[src/rtl/snn_pkg.sv]
// Shared constants for the spiking-neuron datapath.
// The neuron and every per-synapse accumulator take their default widths from here.
package snn_pkg;

    localparam int SNN_DATA_WIDTH  = 32;
    localparam int SNN_COUNT_WIDTH = 16;

endpackage : snn_pkg

[src/rtl/spike_edge_detect.sv]
// Rising-edge detector for a presynaptic spike level.
// Emits a one-cycle event per low-to-high transition, however long the level is held.
module spike_edge_detect (
    input  logic clk,
    input  logic spike_in,
    output logic spike_event
);

    logic spike_q;

    // Reset loads the current input, which is exactly what a normal cycle does.
    // A level held high across reset release therefore never looks like an edge,
    // so no reset branch is needed here.
    // NOTE: sequential state always uses non-blocking (<=) so every register
    // samples pre-edge values and simulation matches the synthesized flops.
    always_ff @(posedge clk) begin
        spike_q <= spike_in;
    end

    assign spike_event = spike_in & ~spike_q;

endmodule : spike_edge_detect

[src/rtl/spike_weight_accumulator.sv]
// Per-synapse integrator: each spike edge adds the synaptic weight to a
// saturating unsigned sum and bumps a saturating event counter.
module spike_weight_accumulator
    import snn_pkg::*;
#(
    parameter int DATA_WIDTH  = SNN_DATA_WIDTH,
    parameter int COUNT_WIDTH = SNN_COUNT_WIDTH
) (
    input  logic                   clk,
    input  logic                   rst,
    input  logic                   spike_in,
    input  logic [DATA_WIDTH-1:0]  spike_weight,
    output logic [DATA_WIDTH-1:0]  dout,
    output logic [COUNT_WIDTH-1:0] spike_count,
    output logic                   saturated
);

    logic                spike_event;
    logic [DATA_WIDTH:0] sum;

    spike_edge_detect u_edge (
        .clk         (clk),
        .spike_in    (spike_in),
        .spike_event (spike_event)
    );

    // One extra bit so the carry out of the add is the overflow indicator.
    assign sum = {1'b0, dout} + {1'b0, spike_weight};

    always_ff @(posedge clk) begin
        if (rst) begin
            dout        <= '0;
            spike_count <= '0;
            saturated   <= 1'b0;
        end else if (spike_event) begin
            // Only a true carry clips; landing exactly on all ones is not saturation.
            if (sum[DATA_WIDTH]) begin
                dout      <= '1;
                saturated <= 1'b1;
            end else begin
                dout <= sum[DATA_WIDTH-1:0];
            end

            if (spike_count != '1) begin
                spike_count <= spike_count + COUNT_WIDTH'(1);
            end
        end
    end

endmodule : spike_weight_accumulator

[config.mk]
export PLATFORM = sky130hd
export DESIGN_NAME = spike_weight_accumulator
export DESIGN_NICKNAME = d
export VERILOG_FILES = /design/src/rtl/snn_pkg.sv /design/src/rtl/spike_edge_detect.sv /design/src/rtl/spike_weight_accumulator.sv
export SDC_FILE = /design/constraint.sdc
export NUM_CORES = 1
export LEC_CHECK = 0
export ABC_AREA = 1
export CAP_MARGIN = 40
export CORE_ASPECT_RATIO = 1.1
export CORE_MARGIN = 3
export CORE_UTILIZATION = 54
export DETAILED_ROUTE_END_ITERATION = 10
export PLACE_DENSITY = 0.87
export SLEW_MARGIN = 20
export SYNTH_ARGS = -nofsm -noshare
export SYNTH_HDL_FRONTEND = slang
export SYNTH_SLANG_ARGS = --single-unit
export TNS_END_PERCENT = 100
[constraint.sdc]
create_clock -name clk -period 2.65 [get_ports clk]
set_clock_uncertainty 0.1 [all_clocks]
set_input_delay 0.53 -clock clk [delete_from_list [all_inputs] [get_ports clk]]
set_output_delay 0.53 -clock clk [all_outputs]
set_load 0.05 [all_outputs]
==> results of run 1 <==
-- sequential cells by signal, indices dropped and copies added (netlist names) --
signal and cells:
spike_count 16, saturated 1, dout 32, u_edge.spike_q 1
-- Yosys cell counts (all sizes together) --
library cell / instances / share of area
xor2: 18 / 0.035
clkbuf: 8 / 0.0066
fa: 1 / 0.0044
ha: 33 / 0.091
a31oi: 1 / 0.0014
o21ai: 39 / 0.050
a21o: 1 / 0.0017
nand3: 37 / 0.042
nand4: 1 / 0.0014
nand2: 282 / 0.24
nor3: 10 / 0.012
or2: 2 / 0.0028
nor2: 115 / 0.10
inv: 155 / 0.13
buf: 4 / 0.0085
nor3b: 2 / 0.0033
and2: 3 / 0.0041
a21oi: 30 / 0.033
dfxtp: 50 / 0.22
xnor2: 3 / 0.0058
nand3b: 2 / 0.0033
o21bai: 2 / 0.0033
and3: 4 / 0.0055
-- critical path, cell delays in order --
cell and delay, ns:
clkdlybuf4s50_1 0.41, ha_1 0.22, fa_1 0.39, nand3_1 0.10, nand3_1 0.09, nand2_1 0.08
nand2_2 0.06, nand2_1 0.08, nand2_2 0.07, nand2_2 0.08, nand3_2 0.12, buf_12 0.20
nor2_2 0.12, nor2_2 0.04
-- layout by cell type (no fill, tap or decap), drive strengths merged --
master / synthesis / final
buf: 4 / 51
nand3: 37 / 37
nand4: 1 / 1
a21oi: 30 / 30
a21o: 1 / 1
or2: 2 / 2
clkdlybuf4s50: 0 / 83
dfxtp: 50 / 50
xor2: 18 / 18
inv: 155 / 156
nand2: 282 / 282
and3: 4 / 4
o21bai: 2 / 2
clkinv: 0 / 2
fa: 1 / 1
xnor2: 3 / 3
and2: 3 / 3
nor3: 10 / 10
clkbuf: 8 / 5
ha: 33 / 33
o21ai: 39 / 39
nor2: 115 / 115
a31oi: 1 / 1
nand3b: 2 / 2
nor3b: 2 / 2
-- where the power goes --
part / internal [W] / leakage [nW] / switching, W
registers: 0.000795 / 0.410 / 0.0000391
clock network: 0.000197 / 0.0502 / 0.000310
logic: 0.000431 / 2.82 / 0.000662
total: 0.00142 / 3.28 / 0.00101
-- metal layers --
metal	part of all wire	wire length, um
met5	0	0
met4	0.034	450
met3	0.058	777
met2	0.50	6730
met1	0.41	5470
-- area by class of cell --
class	instances	area [sq um]
fill	707	2100
tap	108	135
multi-input combinational	586	2900
clock buffer	5	68.8
sequential	50	1000
timing repair buffer	134	1230
clock inverter	3	28.8
inverter	155	582
-- cells by family after synthesis --
group | synth area share
flip-flops | 0.220
adder cells (fa/ha/maj) | 0.0952
AND/OR/NAND/NOR | 0.412
XOR/XNOR | 0.0405
buffers and inverters | 0.143
AO/OA/AOI/OAI | 0.0889
-- worst paths after layout --
kind                        start              end  depth (start not counted)
setup reg to reg          dout[0]         dout[18]                         13
hold reg to reg   spike_count[15]  spike_count[15]                          2
hold / removal    spike_count[15]  spike_count[15]                          2
setup / recovery  spike_weight[0]         dout[18]                         14
-- timing repair --
action | in CTS | in global routing
resized for setup | 0 | 3
buffers inserted | 0 | 0
setup endpoints to repair | 0 | 4
hold buffers | 0 | 0
-- metrics by stage --
| stage | instance area [sq um] | TNS (ns) | setup slack (ns) |
|---|---|---|---|
| finish | 5940 | 0 | 0.163 |
| global route | 5940 | -0.00610 | -0.00402 |
| CTS | 5940 | 0 | 0.170 |
| detailed placement | 5840 | -4.02 | -0.168 |
| global placement | 5840 | -2.04 | -0.134 |
| floorplan | 4550 | 0 | 0.299 |
==> results_dict.tcl, run 1 <==
set metrics [dict create \
    status "completed" \
    cts_max_path_buffers 2 \
    grt_max_degree 31 \
    drc 0 \
    coreArea_sq_mm 0.00804 \
    grtUsageTotal 0.287 \
    met2_usage 0.544 \
    p_per_area_mw_per_mm2 410 \
    drtIter0Drc 212 \
    hpwl_um 10800 \
    top_usage_layer "met2" \
    tightestPinTransition_ns 0.523 \
    syn_nets 872 \
    reg2reg_slack_ns 0.46 \
    drive_gt1_frac 0.0975 \
    synthCells 803 \
    cts_root_buffer "clkbuf_8" \
    cts.sinks 50 \
    fmax_mhz 402 \
    endpoint_kind "flip-flop" \
    grt_pass1_wl_um 22200 \
    fin_crit_ns 2.49 \
    grt_pass1_vias 5073 \
    insertion_delay_ns 0.32 \
    cts_tree "done" \
    crit_type "in2reg" \
    crit_fanout 22 \
    dp.cells 1033 \
    ant_nets 0 \
    ir_drop_mv 0.239 \
    netlist_area_sq_mm 0.00455 \
    viasPerCell 5.07 \
    grt-ovfl-total 0 \
    wl_um 13400 \
    nets 1001 \
    met1_usage 0.321 \
    yosysUniqueCellTypes 33 \
    antenna_found_initial 0 \
    setup_violations 0 \
    die_y_um 102 \
    ys_ff_latch 50 \
    cp.arrival_ns 2.60 \
    slew_headroom 0.650 \
    final_util 0.739 \
    area_growth_pct 30.7 \
    avgSynthCellArea_sq_um 5.66 \
    fp-row-count 34 \
    port_buffers 83 \
    use_met3 0.0361 \
    hold_violations 0 \
    fin_hold_ws_ns 0.393 \
    final_cells 1041 \
    required_ns 2.76 \
    wl_per_cell_um 12.9 \
    power_w 0.00243 \
    hp-class "reg2reg" \
    synth_warnings 0 \
    diodes 0 \
    worstSetupStartpointType "input port" \
    maxSlewViolCount 0 \
    cap_violations 0 \
    gp_congestion 0.936 \
    vias 5276 \
    dieArea_sq_mm 0.00956 \
    cts_buffers 5 \
    clkTransAtPathRegs_ns 0.11 \
    p_leak_nw 3.28 \
    cts-htree-levels 2 \
    finalCritPeriodShare 0.939 \
    io_pins 84 \
    dr.pass1.iters 5 \
    synth_seq_area_share 0.220 \
    start_util 0.565 \
    dieWidth_um 93.5 \
]
Power figures use the tool's default switching activity.
==> run 2, diff against run 1 <==
--- a/config.mk
+++ b/config.mk
@@ -6,12 +6,12 @@
 export NUM_CORES = 1
 export LEC_CHECK = 0
 export ABC_AREA = 1
-export CAP_MARGIN = 40
 export CORE_ASPECT_RATIO = 1.1
 export CORE_MARGIN = 3
 export CORE_UTILIZATION = 54
 export DETAILED_ROUTE_END_ITERATION = 10
 export PLACE_DENSITY = 0.87
+export REMOVE_ABC_BUFFERS = 1
 export SLEW_MARGIN = 20
 export SYNTH_ARGS = -nofsm -noshare
 export SYNTH_HDL_FRONTEND = slang
==> results_dict.tcl, run 2 (synthesis gave the netlist of run 1 again) <==
set metrics [dict create \
    p_switching_w 0.000997 \
    ir_drop_mv 0.264 \
    use_met3 0.0353 \
    diodes 0 \
    gp_congestion 0.964 \
    holdBufCountCts 0 \
    worstSetupStartpointType "input port" \
    dr.pass1.iters 7 \
    area_growth_pct 30.4 \
    cts_buffers 5 \
    grt_pass1_vias 4938 \
    min_from "saturated" \
    p_sw_frac 0.413 \
    largest_register_ffs 32 \
    p_seq_frac 0.344 \
    dieWidth_um 93.5 \
    die_y_um 102 \
    antenna_found_initial 0 \
    maxSlewViolCount 0 \
    cp.arrival_ns 2.59 \
    ant_nets 0 \
    p_clk_frac 0.209 \
    grtUsageTotal 0.278 \
    critical-path-top-delay-family "simple AND/OR/NAND/NOR gates" \
    cp_num_buf_inv 2 \
    insertion_delay_ns 0.32 \
    grt_pass1_wl_um 21600 \
    rr_startpoint "dout[0]" \
    finalCritPeriodShare 0.938 \
    vias 5227 \
    startpoint "spike_weight[0]" \
    drive_gt1_frac 0.0955 \
    cpMostUsedCell "nand2_2" \
    fin_crit_ns 2.49 \
    cts_root_buffer "clkbuf_8" \
    hpwl_um 10500 \
    io_pins 84 \
    endpoint_kind "flip-flop" \
    drtIter0Drc 212 \
    fin_hold_ws_ns 0.390 \
    hold_violations 0 \
    hp-class "reg2reg" \
    start_util 0.565 \
    dieArea_sq_mm 0.00956 \
    cts_tree "done" \
    post_cts_resized 0 \
    p_per_area_mw_per_mm2 407 \
    cp_cell_sequence "clkdlybuf4s50_1 -> ha_1 -> fa_1 -> nand3_1 -> nand3_1 -> nand2_1 -> nand2_2 -> nand2_1 -> nand2_2 -> nand2_2 -> nand3_2 -> buf_4 -> nor2_1 -> nor2_1" \
    wl_um 13000 \
    cpMaxStageDelayCell "clkdlybuf4s50_1" \
    intPower_w 0.00142 \
    cap_violations 0 \
    top_register "dout" \
    fp-row-count 34 \
    drc 0 \
    grt_max_degree 35 \
    fmax_mhz 402 \
    rsz0062_at_grt "no" \
    wl_per_cell_um 12.5 \
    post-cts-setup-buffers 0 \
    cts-htree-levels 2 \
    cts.sinks 50 \
    top_usage_layer "met2" \
    crit_type "in2reg" \
    pwr-share-comb 0.447 \
    setup_violations 0 \
    mostFrequentLayoutCells "nand2_1, inv_1, nor2_1" \
    layout_commonest_cell "nand2_1" \
    p_leak_nw 3.27 \
    port_buffers 83 \
    status "completed" \
    top_regs "dout: 32 flops, spike_count: 16 flops" \
    cts_max_path_buffers 2 \
    required_ns 2.76 \
    grt-ovfl-total 0 \
    crit_fanout 13 \
    nets 1000 \
    coreArea_sq_mm 0.00804 \
    met2_usage 0.530 \
    viasPerCell 5.03 \
    tightestPinTransition_ns 0.525 \
    final_util 0.737 \
    slew_headroom 0.649 \
    met1_usage 0.313 \
    cpPeakStageDelay_ns 0.40 \
    clkTransAtPathRegs_ns 0.10 \
]
==> run 2: cell types whose count changed in the layout (fill, tap and decap cells not counted), sizes merged <==
cell	before	now
buf	51	50
==> run 2: layer usage <==
layer | part of all wire | wire, um
met2 | 0.51 | 6650
met3 | 0.045 | 586
met4 | 0.029 | 379
met1 | 0.41 | 5400
met5 | 0 | 0
==> run 2: path summary, 6_finish.rpt <==
check | to | slack [ns] | depth (start not counted)
max | dout[20] | 0.16 | 14
min | saturated | 0.39 | 2
max reg2reg | dout[20] | 0.46 | 13
min reg2reg | saturated | 0.39 | 2
==> run 2: layout make-up <==
| cell class | count | area, sq um |
|---|---|---|
| Sequential cell | 50 | 1000 |
| Multi-Input combinational cell | 586 | 2890 |
| Tap cell | 108 | 135 |
| Clock buffer | 5 | 68.8 |
| Inverter | 155 | 582 |
| Timing Repair Buffer | 133 | 1220 |
| Clock inverter | 3 | 28.8 |
| Fill cell | 706 | 2110 |
==> run 2: worst reg2reg max path, cell delays in order, from the launching register on <==
cell,delay [ns]
dfxtp_1,0.34
ha_1,0.21
fa_1,0.38
nand3_1,0.10
nand3_1,0.09
nand2_1,0.08
nand2_2,0.06
nand2_1,0.08
nand2_2,0.06
nand2_2,0.07
nand3_2,0.10
buf_4,0.22
nor2_1,0.13
nor2_1,0.06
==> run 2: power by group through the flow <==
| stage | clock network, W | registers, W | logic (W) |
|---|---|---|---|
| 2_1_floorplan | 0 | 0.000987 | 0.000535 |
| 3_3_place_gp | 0 | 0.000846 | 0.00106 |
| 3_5_place_dp | 0 | 0.000848 | 0.00107 |
| 4_1_cts | 0.000522 | 0.000832 | 0.00108 |
| 5_1_grt | 0.000549 | 0.000838 | 0.00119 |
| 6_report | 0.000504 | 0.000832 | 0.00108 |
==> run 2: through the flow <==
step | power, W | worst slack [ns] | instance area [sq um] | cells | setup TNS [ns]
after global routing | 0.00258 | 0.0343 | 5930 | 1040 | 0
final | 0.00242 | 0.165 | 5930 | 1040 | 0
after global placement | 0.00190 | -0.141 | 5830 | 1032 | -2.83
after floorplan | 0.00152 | -0.0313 | 4480 | 791 | -0.0313
after CTS | 0.00243 | 0.157 | 5930 | 1040 | 0
after detailed placement | 0.00192 | -0.181 | 5830 | 1032 | -3.95
